File: config.mk
export PLATFORM = sky130hd
export DESIGN_NAME = ldmx_dma_framer
export DESIGN_NICKNAME = d
export VERILOG_FILES = /design/src/rtl/ldmx_dma_pkg.sv /design/src/rtl/ldmx_axis_out_stage.sv /design/src/rtl/ldmx_dma_framer.sv
export SDC_FILE = /design/constraint.sdc
export NUM_CORES = 1
export LEC_CHECK = 0
export BUFFER_PORTS_ARGS = -buffer_cell sky130_fd_sc_hd__buf_2
export CAP_MARGIN = 40
export CORE_MARGIN = 2
export CORE_UTILIZATION = 40
export DETAILED_ROUTE_END_ITERATION = 16
export PLACE_DENSITY = 0.7
export SYNTH_ARGS = -nofsm -noshare
export SYNTH_HDL_FRONTEND = slang
export SYNTH_SLANG_ARGS = --single-unit
File: constraint.sdc
create_clock -name dmaClk -period 2.27 [get_ports dmaClk]
set_input_delay 0.227 -clock dmaClk [delete_from_list [all_inputs] [get_ports dmaClk]]
set_output_delay 0.227 -clock dmaClk [all_outputs]
set_load 0.05 [all_outputs]
File: src/rtl/ldmx_dma_pkg.sv
// Shared definitions for the LDMX DMA framer: FSM encoding, magic defaults
// and the trailer word layout.
package ldmx_dma_pkg;

  typedef enum logic [2:0] {
    ST_IDLE,
    ST_HEADER,
    ST_PAYLOAD,
    ST_DRAIN,
    ST_TRAILER
  } state_e;

  localparam logic [7:0] HDR_MAGIC_DEF = 8'hA5;
  localparam logic [7:0] TRL_MAGIC_DEF = 8'h5A;

  localparam int TRL_TRUNC_BIT = 48;
  localparam int TRL_WC_LSB    = 32;
  localparam int TRL_CSUM_LSB  = 0;

  function automatic logic [63:0] make_trailer(input logic [7:0]  magic,
                                               input logic        trunc,
                                               input logic [15:0] wc,
                                               input logic [31:0] csum);
    logic [63:0] t;
    t                       = '0;
    t[63:56]                = magic;
    t[TRL_TRUNC_BIT]        = trunc;
    t[TRL_WC_LSB +: 16]     = wc;
    t[TRL_CSUM_LSB +: 32]   = csum;
    return t;
  endfunction

endpackage

File: src/rtl/ldmx_axis_out_stage.sv
// Single registered AXI-Stream output slot; the producer may only load it
// when space_o is high, and the beat is held untouched until it transfers.
module ldmx_axis_out_stage (
  input  logic        clk_i,
  input  logic        srst_i,
  input  logic        load_i,
  input  logic [63:0] data_i,
  input  logic        last_i,
  input  logic [63:0] user_i,
  input  logic        tready_i,
  output logic        tvalid_o,
  output logic [63:0] tdata_o,
  output logic        tlast_o,
  output logic [63:0] tuser_o,
  output logic        space_o
);

  logic        valid_q;
  logic [63:0] data_q;
  logic        last_q;
  logic [63:0] user_q;

  assign space_o  = !valid_q || tready_i;
  assign tvalid_o = valid_q;
  assign tdata_o  = data_q;
  assign tlast_o  = last_q;
  assign tuser_o  = user_q;

  always_ff @(posedge clk_i) begin
    if (srst_i) begin
      valid_q <= 1'b0;
      data_q  <= '0;
      last_q  <= 1'b0;
      user_q  <= '0;
    end else if (load_i) begin
      valid_q <= 1'b1;
      data_q  <= data_i;
      last_q  <= last_i;
      user_q  <= user_i;
    end else if (tready_i) begin
      valid_q <= 1'b0;
    end
  end

endmodule

File: src/rtl/ldmx_dma_framer.sv
// Wraps DAQ payload words into header/payload/trailer DMA frames with
// truncation at MAX_WORDS. Optional trailer checksum: LDMX_DMA_FRAMER_CHECKSUM_EN.
module ldmx_dma_framer
  import ldmx_dma_pkg::*;
#(
  parameter int         MAX_WORDS = 1024,
  parameter logic [7:0] HDR_MAGIC = HDR_MAGIC_DEF,
  parameter logic [7:0] TRL_MAGIC = TRL_MAGIC_DEF
) (
  input  logic        dmaClk,
  input  logic        dmaRst,
  input  logic        in_valid,
  input  logic [63:0] in_data,
  input  logic        in_done,
  output logic        in_ready,
  output logic        dmaIbMaster_tValid,
  output logic [63:0] dmaIbMaster_tData,
  output logic        dmaIbMaster_tLast,
  output logic [63:0] dmaIbMaster_tUser,
  input  logic        dmaIbSlave_tReady,
  output logic [31:0] event_count,
  output logic [15:0] trunc_count
);

  localparam logic [15:0] MAX_W = 16'(MAX_WORDS);

  state_e      state_q;
  logic [15:0] word_cnt_q;
  logic [31:0] event_cnt_q;
  logic [15:0] trunc_cnt_q;
  logic        trunc_q;
  logic        trl_loaded_q;
  logic [31:0] csum_q;

  logic        stage_space;
  logic        accept;
  logic        payload_acc;
  logic        trl_xfer;
  logic        ld_d;
  logic [63:0] ld_data_d;
  logic        ld_last_d;
  logic [63:0] ld_user_d;

  assign in_ready = !dmaRst &&
                    (((state_q == ST_PAYLOAD) && stage_space) || (state_q == ST_DRAIN));
  assign accept      = in_valid && in_ready;
  assign payload_acc = accept && (state_q == ST_PAYLOAD);
  assign trl_xfer    = (state_q == ST_TRAILER) && trl_loaded_q &&
                       dmaIbMaster_tValid && dmaIbSlave_tReady;

  assign event_count = event_cnt_q;
  assign trunc_count = trunc_cnt_q;

  always_comb begin
    ld_d      = 1'b0;
    ld_data_d = '0;
    ld_last_d = 1'b0;
    ld_user_d = '0;
    case (state_q)
      ST_IDLE: begin
        if (in_valid && stage_space) begin
          ld_d      = 1'b1;
          ld_data_d = {HDR_MAGIC, 24'h0, event_cnt_q};
        end
      end
      ST_PAYLOAD: begin
        if (payload_acc) begin
          ld_d      = 1'b1;
          ld_data_d = in_data;
        end
      end
      ST_TRAILER: begin
        if (!trl_loaded_q && stage_space) begin
          ld_d      = 1'b1;
          ld_data_d = make_trailer(TRL_MAGIC, trunc_q, word_cnt_q, csum_q);
          ld_last_d = 1'b1;
          ld_user_d = {63'h0, trunc_q};
        end
      end
      default: ;
    endcase
  end

  always_ff @(posedge dmaClk) begin
    if (dmaRst) begin
      state_q      <= ST_IDLE;
      word_cnt_q   <= '0;
      event_cnt_q  <= '0;
      trunc_cnt_q  <= '0;
      trunc_q      <= 1'b0;
      trl_loaded_q <= 1'b0;
    end else begin
      case (state_q)
        ST_IDLE: begin
          if (in_valid && stage_space) state_q <= ST_HEADER;
        end
        ST_HEADER: begin
          if (dmaIbMaster_tValid && dmaIbSlave_tReady) state_q <= ST_PAYLOAD;
        end
        ST_PAYLOAD: begin
          if (payload_acc) begin
            word_cnt_q <= word_cnt_q + 16'd1;
            // in_done wins over the limit: a complete MAX_WORDS event is not truncated
            if (in_done) begin
              state_q <= ST_TRAILER;
              trunc_q <= 1'b0;
            end else if (word_cnt_q + 16'd1 == MAX_W) begin
              state_q <= ST_DRAIN;
              trunc_q <= 1'b1;
            end
          end
        end
        ST_DRAIN: begin
          if (accept && in_done) state_q <= ST_TRAILER;
        end
        ST_TRAILER: begin
          if (!trl_loaded_q && stage_space) begin
            trl_loaded_q <= 1'b1;
          end else if (trl_xfer) begin
            event_cnt_q  <= event_cnt_q + 32'd1;
            if (trunc_q && (trunc_cnt_q != 16'hFFFF)) trunc_cnt_q <= trunc_cnt_q + 16'd1;
            word_cnt_q   <= '0;
            trunc_q      <= 1'b0;
            trl_loaded_q <= 1'b0;
            state_q      <= ST_IDLE;
          end
        end
        default: state_q <= ST_IDLE;
      endcase
    end
  end

`ifdef LDMX_DMA_FRAMER_CHECKSUM_EN
  always_ff @(posedge dmaClk) begin
    if (dmaRst || trl_xfer) begin
      csum_q <= '0;
    end else if (payload_acc) begin
      csum_q <= csum_q ^ in_data[63:32] ^ in_data[31:0];
    end
  end
`else
  assign csum_q = 32'h0;
`endif

  ldmx_axis_out_stage u_out_stage (
    .clk_i    (dmaClk),
    .srst_i   (dmaRst),
    .load_i   (ld_d),
    .data_i   (ld_data_d),
    .last_i   (ld_last_d),
    .user_i   (ld_user_d),
    .tready_i (dmaIbSlave_tReady),
    .tvalid_o (dmaIbMaster_tValid),
    .tdata_o  (dmaIbMaster_tData),
    .tlast_o  (dmaIbMaster_tLast),
    .tuser_o  (dmaIbMaster_tUser),
    .space_o  (stage_space)
  );

endmodule

======== After elaboration in Yosys (flattened, before gate mapping) ========
Cells that the tools add are included.
storage, ports and cells
  register bits after elaboration ......... 199
  bits of input ports ..................... 69
  output and inout bits ................... 179
operators by class
  add/sub/neg operators ................... 3
  equality and inequality tests ........... 13
  mux-type cells .......................... 33
  bitwise logic cells ..................... 1
  reductions and logical operators ........ 27
operators by type and width
  cell                                                                     number
  64-bit one-hot mux with 3 select lines                                   1
  64-bit 2-to-1 mux                                                        2
  63-bit 2-to-1 mux                                                        1
  16-bit 2-to-1 mux                                                        3
  16-bit by 1-bit adder with 16-bit output, second input constant          2
  32-bit by 1-bit adder with 32-bit output, second input constant          1
  16-bit one-hot mux with 2 select lines                                   1
  3-bit 2-to-1 mux                                                         8
  16-bit by 11-bit == test with 1-bit output, second input constant        1
  16-bit inequality test, second input constant                            1
  3-bit one-hot mux with 5 select lines                                    1
  1-bit 2-to-1 mux                                                         14
  1-bit logical AND                                                        12
  2-bit inequality test, second input constant                             5
  4-bit AND reduction                                                      2
  7-bit AND reduction                                                      1
  3-bit by 2-bit == test with 1-bit output, second input constant          2
  2-bit nonzero test                                                       3
  5-bit AND reduction                                                      1
  3-bit by 1-bit == test with 1-bit output, second input constant          1
  3-bit == test, second input constant                                     1
  1-bit zero test                                                          3
  3-bit zero test                                                          1
  3-bit by 2-bit inequality test with 1-bit output, second input constant  1
  7 further kinds                                                          8

======== Longest topological paths before layout ========
Gate-level depths: netlist (run 1).
  word-level depth ........................ 10
  depth in mapped cells ................... 9

======== By module ========
From an unflattened synthesis (run 1), not the netlist that was laid out.
unflattened totals
  cells, all modules ...................... 930
  area, all modules ....................... 8856.0 um2
by module, submodules not included
  module               instances  cells an instance  area an instance (um2)  seq. area each (um2)
  ldmx_axis_out_stage  1          420                4692.0                  2602.5
  ldmx_dma_framer      1          510                4164.0                  1381.3

======== Worst setup path after synthesis (run 1) ========
No wires, ideal clock.
  path type ............................... reg-to-reg
  start point ............................. reg word_cnt_q[0]
  end point ............................... reg trunc_q
  library setup time ...................... 121 ps
  data arrival time ....................... 2256 ps
  required time ........................... 2149 ps
  slack ................................... -107 ps
  stages on the path, launching flop included .. 8
  buffers on the path ..................... 0
  period minus slack after synthesis ...... 2377 ps
  cell sequence ........................... dfxtp_1 ha_1 nand3_2 or4_1 o211a_1 or3_1 o22a_1 mux2_4
on the way
  longest elaborated chain between the ends .. 4
ends and longest elaborated chain
  item                                                        line                    source
  start: declaration                                          ldmx_dma_framer.sv:28   logic [15:0] word_cnt_q;
  start signal: assignment                                    ldmx_dma_framer.sv:102  word_cnt_q <= word_cnt_q + 16'd1;
  16-bit by 1-bit adder with 16-bit output                    ldmx_dma_framer.sv:107  end else if (word_cnt_q + 16'd1 == MAX_W) begin
  16-bit by 11-bit == test with 1-bit output                  ldmx_dma_framer.sv:107
  3-bit by 2-bit inequality test with 1-bit output (no line)  n/a
  5-bit AND reduction (no line)                               n/a
  end signal: assignment                                      ldmx_dma_framer.sv:106  trunc_q <= 1'b0;
  end signal: assignment                                      ldmx_dma_framer.sv:109  trunc_q <= 1'b1;
  end signal: assignment                                      ldmx_dma_framer.sv:123  trunc_q <= 1'b0;
  end: declaration                                            ldmx_dma_framer.sv:31   logic trunc_q;
No other way between the ends.
A chain may end at the register's enable or synchronous reset.

======== Worst setup path after layout (run 1) ========
  start point ............................. reg word_cnt_q[1]
  end point ............................... reg trunc_q
The elaborated chain is that of the path after synthesis.

==> impl_metrics.py, run 1 <==
metrics = {
    "run_status": {
        "status": "finished clean",
    },
    "synth": {
        "netlist_top_cells_area": "dfxtp_1 (42%), nor2_1 (8.0%), a222oi_1 (7.6%)",
        "synth_top_area_share_pct": 42.40,
        "synthFlopType": "dfxtp_1",
        "synth_edf_count": 0,
        "seq_area_frac_synth_pct": 42.40,
        "postSynthCellCount": 745,
        "yosysTopAreaCell": "dfxtp_1",
        "ys_warn_count": 0,
        "syn_area_um2": 6421,
        "ys_types": 59,
        "yosys_register_bits": 136,
        "synth.avg_cell_area_um2": 8.619,
        "async_reset_ff_share_pct": 0,
    },
    "global_route": {
        "grt_pass1_vias": 5480,
        "antenna_found_initial": 1,
        "gr-total-overflow": 0,
        "gr-usage-met3_pct": 5.130,
        "use_met1_pct": 25.89,
        "grt_max_degree": 141,
        "gr-usage-met2_pct": 33.03,
        "grt_pass1_wl_um": 27190,
        "gr-max-usage-layer": "met2",
        "grt_use_total_pct": 19.96,
    },
    "sta": {
        "maxSlewViolCount": 0,
        "whs_ns": 0.05737,
        "relSlewSlack_pct": 58.89,
        "rsz0062_at_grt": "false",
        "final.period_utilization_pct": 96.16,
        "finalHoldViolations": 0,
        "finalSetupTns_ns": 0,
        "min_period_ns": 2.183,
        "finalSetupViolCount": 0,
        "worst_slack_ns": 0.08720,
        "fin_skew_ns": 0.01078,
        "clock.fmax_mhz": 458.1,
        "worstMarginPinSlew_ns": 0.6166,
    },
    "critical_path": {
        "crit_arrival_ns": 2.48,
        "reg2reg_setup_slack_ns": 0.09,
        "cpMaxStageDelayCell": "or4_1",
        "worstPathCellList": "ha_4, nand3_2, or4_1, o211a_1, or3_1, o22a_1, mux2_4",
        "slowest_delay_ns": 0.53,
        "required_ns": 2.57,
        "path_max_fanout": 5,
        "startpoint_type": "flop",
        "critPathKind": "flop to flop",
        "end_kind": "flop",
    },
    "floorplan": {
        "fp-row-count": 46,
        "dieArea_um2": 17080,
        "core_area_um2": 15770,
        "fp.dieH_um": 130.7,
        "initial_core_util_pct": 40.72,
        "die_x_um": 130.7,
        "io_pins": 248,
    },
    "routing": {
        "dr_total_vias": 6094,
        "ant_nets": 0,
        "routed_wl_um": 17560,
        "drtIter0Drc": 550,
        "drc": 0,
        "wl_per_cell_um": 15.11,
        "vias_per_cell": 5.244,
        "firstDrtPassIters": 7,
    },
    "clock_tree": {
        "cts.clk_slew.worst_paths_ns": 0.06,
        "clock_sinks": 136,
        "cts_max_level": 4,
        "cts-root-buf": "clkbuf_16",
        "clk_latency_ns": 0.42,
        "cts_made_buffers": 17,
        "clock_path_buffers": 2,
        "cts_tree": "yes",
    },
    "layout": {
        "layout-drive-gt1-share_pct": 28.68,
        "final_nets": 1005,
        "final_cell_mix": "buf_2 (183), nor2_1 (137), dfxtp_1 (133)",
        "area_growth_pct": 26.97,
        "final_cell_area_um2": 8153,
        "mostFrequentLayoutCell": "buf_2",
        "final-instance-count-excl-fill": 1162,
        "final_core_util_pct": 51.70,
    },
    "power": {
        "leakagePower_nw": 3.523,
        "power_mw": 6.783,
        "powerDensity_nw_per_um2": 831.9,
        "ir_worst_vdd_mv": 0.5691,
    },
    "placement": {
        "dpl_worst_slack_ns": 0.06003,
        "dpl_cell_area_um2": 7486,
        "dp.cells": 1128,
        "gp_congestion": 0.8647,
        "numPortBuffers": 184,
        "place_hpwl_um": 11990,
    },
    "run": {
        "drv_cap": 0,
    },
    "hold_path": {
        "hp-class": "primary input to flop",
    },
}
==> cells in the mapped netlist (7+ instances only) <==
cell type and n:
a222oi_1 49, clkbuf_1 43, dfxtp_1 136, nand2_1 35, nand3_1 25, buf_2 9, nand4_1 17, nor2_1 137
a22oi_1 10, xnor2_1 21, xor2_1 17, a221oi_1 8, nor2b_1 8, and3_1 7, inv_1 8, o21ai_0 23
a21oi_1 26, or3_1 16, nor3_1 13, buf_4 64
==> area by class of cell <==
class                   instances  area [um2]
fillers                      1459        7617
clock buffers                  18       439.2
diodes                          1       2.502
clock inverters                14       185.2
repair buffers                222        1234
well taps                     216       270.3
multi-input cells             547        3261
inverters                       8       30.03
flip-flops and latches        136        2731
==> metal layers <==
layer  wire, um  share of wire, %  up-vias
met1       7614                43     2866
met3       1148               6.5       16
li1           -                 -     2965
met4        223               1.3        0
met2       8569                49      247
met5          0                 0        -
==> flip-flops by register name (all words and copies together), names as in the netlist, 3 cells and up <==
signal               count
state_q                  3
trunc_count             16
u_out_stage.tdata_o     64
event_count             32
word_cnt_q              16
==> report_power, final <==
| group | internal (mW) | switching [mW] | leakage, nW |
|---|---|---|---|
| logic | 0.330 | 0.972 | 2.13 |
| registers | 2.46 | 0.0845 | 1.10 |
| clock network | 1.79 | 1.14 | 0.297 |
==> what timing repair did <==
item | 4_1_cts | 5_1_grt
resized for setup | 0 | 7
setup endpoints to repair | 0 | 25
hold buffers | 0 | 0
setup buffers | 0 | 1
==> logic make-up (layout without fill, tap and decap cells) <==
logic type / count (synthesis) / after routing / share of synthesized area [%]
compound gates: 149 / 149 / 17.85
xor+xnor: 38 / 38 / 5.183
fa+ha+maj: 4 / 4 / 0.7795
buf+inv: 124 / 262 / 11.17
flops: 136 / 136 / 42.40
mux: 4 / 4 / 0.7014
other cells: 1 / 64 / 0.05840
simple gates: 289 / 289 / 21.86
==> path summary, 6_finish.rpt <==
kind	cells after the start	endpoint	from
max	7	trunc_q	word_cnt_q[1]
min	3	u_out_stage.tdata_o[62]	in_data[62]
min reg2reg	2	u_out_stage.tdata_o[10]	u_out_stage.tdata_o[10]
max reg2reg	7	trunc_q	word_cnt_q[1]
==> worst max-delay path: cells and delay by family (launching register included) <==
kind	cells	cell delay, ns
AO/OA/AOI/OAI	2	0.35
AND/OR/NAND/NOR	3	0.90
flip-flops	1	0.38
multiplexers	1	0.30
adder cells (fa/ha/maj)	1	0.14
Note: power is estimated with default switching activity, not from simulation.
==> run 2, diff against run 1 <==
Settings changed: ABC_AREA set to 1, PLACE_DENSITY 0.7 to 0.69.
==> run 2 against run 1 <==
Critical path depth is 6 higher. Clock power is 8.5% higher. Critical path type unchanged. Cell count is 23% higher. Via count is 14% higher. Setup slack better by 0.19 ns. Largest power group unchanged. First-iteration DRC count is 19% lower. Clock-buffer cell count is 3 higher. Routed wire length is 8.2% higher. Synthesized area is 8.2% higher. Flip-flop and latch count stayed put. Design area is 5.2% higher.
==> impl_metrics.py, run 2 <==
metrics = {
    "synth": {
        "yosysMostFrequentCell": "nand2_1",
        "synth_common_cells": "nand2_1 (306), dfxtp_1 (136), nor2_1 (85)",
        "yosys_register_bits": 136,
        "ys_warn_count": 0,
        "synth.avg_cell_area_um2": 6.850,
        "postSynthCellCount": 1014,
        "synthFlopType": "dfxtp_1",
        "ys_types": 37,
        "yosysTopAreaCell": "dfxtp_1",
        "netlist_top_cells_area": "dfxtp_1 (39%), nand2_1 (17%), buf_4 (7.5%)",
        "synth_top_area_share_pct": 39.20,
        "seq_area_frac_synth_pct": 39.20,
        "syn_area_um2": 6945,
        "async_reset_ff_share_pct": 0,
        "synth_edf_count": 0,
    },
    "layout": {
        "mostFrequentLayoutCell": "nand2_1",
        "final_cell_mix": "nand2_1 (306), buf_2 (183), dfxtp_1 (136)",
        "fill_cells": 1714,
        "final-instance-count-excl-fill": 1431,
        "final_cell_area_um2": 8573,
        "largest_reg_flops": 64,
        "layout-drive-gt1-share_pct": 21.91,
        "area_growth_pct": 23.44,
        "multi_input_area_um2": 3450,
        "final_nets": 1265,
        "seqCellArea_um2": 2723,
    },
    "critical_path": {
        "startpoint_type": "flop",
        "cp_num_buf_inv": 1,
        "worst_path_dominant_cell_family": "simple AND/OR/NAND/NOR gates",
        "crit_arrival_ns": 2.30,
        "end_kind": "flop",
        "crit_top_cell": "nand2_1",
        "slowest_delay_ns": 0.44,
        "cpMaxStageDelayCell": "dfxtp_1",
        "critPathKind": "flop to flop",
        "worstPathCellList": "nand3_1, inv_1, nand2_1, nand2_1, nand2_1, nor2_1, nand2_1, nor2_1, nand3_1, nand2_1, nand3_1, nand2_1, nor2_1",
        "path_max_fanout": 7,
        "required_ns": 2.58,
    },
    "hold_path": {
        "hp-class": "primary input to flop",
    },
    "placement": {
        "dp.cells": 1396,
        "gp_congestion": 0.8526,
        "dpl_cell_area_um2": 7876,
        "place_hpwl_um": 13240,
        "numPortBuffers": 184,
    },
    "routing": {
        "drc": 0,
        "dr_total_vias": 6935,
        "vias_per_cell": 4.846,
        "wl_per_cell_um": 13.27,
        "ant_nets": 0,
        "routed_wl_um": 18990,
        "firstDrtPassIters": 5,
        "drtIter0Drc": 444,
    },
    "power": {
        "intPower_mw": 4.892,
        "p_sw_share_pct": 30.65,
        "powerDensity_nw_per_um2": 822.8,
        "leakagePower_nw": 3.666,
        "p_clk_share_pct": 45.0,
        "ir_worst_vdd_mv": 0.7746,
        "pwr-share-seq_pct": 35.6,
        "p_switching_mw": 2.162,
        "p_comb_share_pct": 19.4,
    },
    "sta": {
        "maxSlewViolCount": 0,
        "finalSetupViolCount": 0,
        "relSlewSlack_pct": 47.97,
        "finalHoldViolations": 0,
        "min_period_ns": 1.991,
        "rsz0062_at_grt": "false",
        "worstMarginPinSlew_ns": 0.7796,
        "clock.fmax_mhz": 502.4,
        "final.period_utilization_pct": 87.69,
        "finalSetupTns_ns": 0,
        "fin_skew_ns": 0.01092,
    },
    "clock_tree": {
        "clock_path_buffers": 2,
        "clock_sinks": 136,
        "clk_latency_ns": 0.42,
        "cts.clk_slew.worst_paths_ns": 0.06,
        "cts_tree": "yes",
        "cts_max_level": 4,
        "cts_made_buffers": 17,
        "cts-root-buf": "clkbuf_16",
    },
    "floorplan": {
        "initial_core_util_pct": 40.58,
        "dieArea_um2": 18430,
        "die_x_um": 135.8,
        "fp-row-count": 48,
        "fp.dieH_um": 135.8,
        "io_pins": 248,
        "core_area_um2": 17120,
    },
    "global_route": {
        "grt_max_degree": 80,
        "gr-total-overflow": 0,
        "grt_pass1_vias": 5902,
        "antenna_found_initial": 1,
        "grt_use_total_pct": 19.82,
        "grt_pass1_wl_um": 29280,
    },
    "run_status": {
        "status": "finished clean",
    },
    "run": {
        "drv_cap": 0,
    },
}
-- run 2: changes by cell type in the layout (fill, tap and decap cells not counted), moves of 16 or more --
| cell | change |
|---|---|
| buf_4 | -27 |
| a222oi_1 | -49 |
| inv_1 | +75 |
| a31oi_1 | +34 |
| nor2_1 | -53 |
| xnor2_1 | -16 |
| nand2_1 | +271 |
| o21ai_0 | +22 |
| or3_1 | -16 |
| a21oi_1 | +53 |
-- run 2: routing by layer --
metal / track usage, % / vias to the layer above / wire (um)
met4: 6.713 / 0 / 340
met2: 30.44 / 259 / 8612
met1: 27.42 / 3131 / 8842
met5: 0 / - / 0
li1: - / 3516 / -
met3: 4.489 / 29 / 1195
-- run 2: final timing paths --
kind | from | to | slack [ns] | cells past startpoint
setup reg to reg | word_cnt_q[0] | trunc_q | 0.28 | 13
hold / removal | in_data[49] | u_out_stage.tdata_o[49] | 0.06 | 3
setup / recovery | word_cnt_q[0] | trunc_q | 0.28 | 13
hold reg to reg | u_out_stage.tdata_o[61] | u_out_stage.tdata_o[61] | 0.46 | 2
-- run 2: timing repair --
action | in CTS | in global routing
buffers inserted | 0 | 1
hold buffers | 0 | 0
endpoints found under the setup margin | 0 | 75
resized for setup | 0 | 2
-- run 2: cells by family after synthesis --
logic type / after synthesis / share of synthesized area (%)
simple gates: 489 / 30.19
buf+inv: 197 / 14.70
compound gates: 176 / 13.75
other cells: 1 / 0.05399
xor+xnor: 11 / 1.387
fa+ha+maj: 4 / 0.7206
flops: 136 / 39.20
-- run 2: area by class of cell --
cell class / instances / share of cell area (%)
Clock inverter: 11 / 2.539
Multi-Input combinational cell: 744 / 40.24
Timing Repair Buffer: 197 / 12.58
Antenna cell: 1 / 0.02919
Tap cell: 225 / 3.284
Inverter: 96 / 4.203
Clock buffer: 21 / 5.371
Sequential cell: 136 / 31.76
-- run 2: through the flow --
step / total power, mW / hold WS, ns / util (%) / setup WS, ns
3_5_place_dp: 3.916 / 0.4527 / 46.02 / 0.01502
5_1_grt: 7.339 / 0.05597 / 50.07 / 0.02062
2_1_floorplan: 3.663 / 0.3753 / - / 0.2106
6_report: 7.054 / 0.05937 / 50.09 / 0.2795
4_1_cts: 7.107 / 0.04088 / 49.98 / 0.01611
3_3_place_gp: 3.901 / 0.4452 / 45.86 / 0.09307
-- run 2: power groups by stage --
stage	clock network [mW]	logic [mW]	registers, mW
after floorplan	0	0.976	2.69
after global placement	0	1.35	2.56
after detailed placement	0	1.36	2.56
after CTS	3.24	1.36	2.51
after global routing	3.34	1.48	2.51
final	3.18	1.37	2.51
-- run 2: worst min-delay path, delay by kind of cell --
family | cells | cell delay, ns
AO/OA/AOI/OAI | 1 | 0.05
AND/OR/NAND/NOR | 1 | 0.05
buffers and inverters | 1 | 0.09
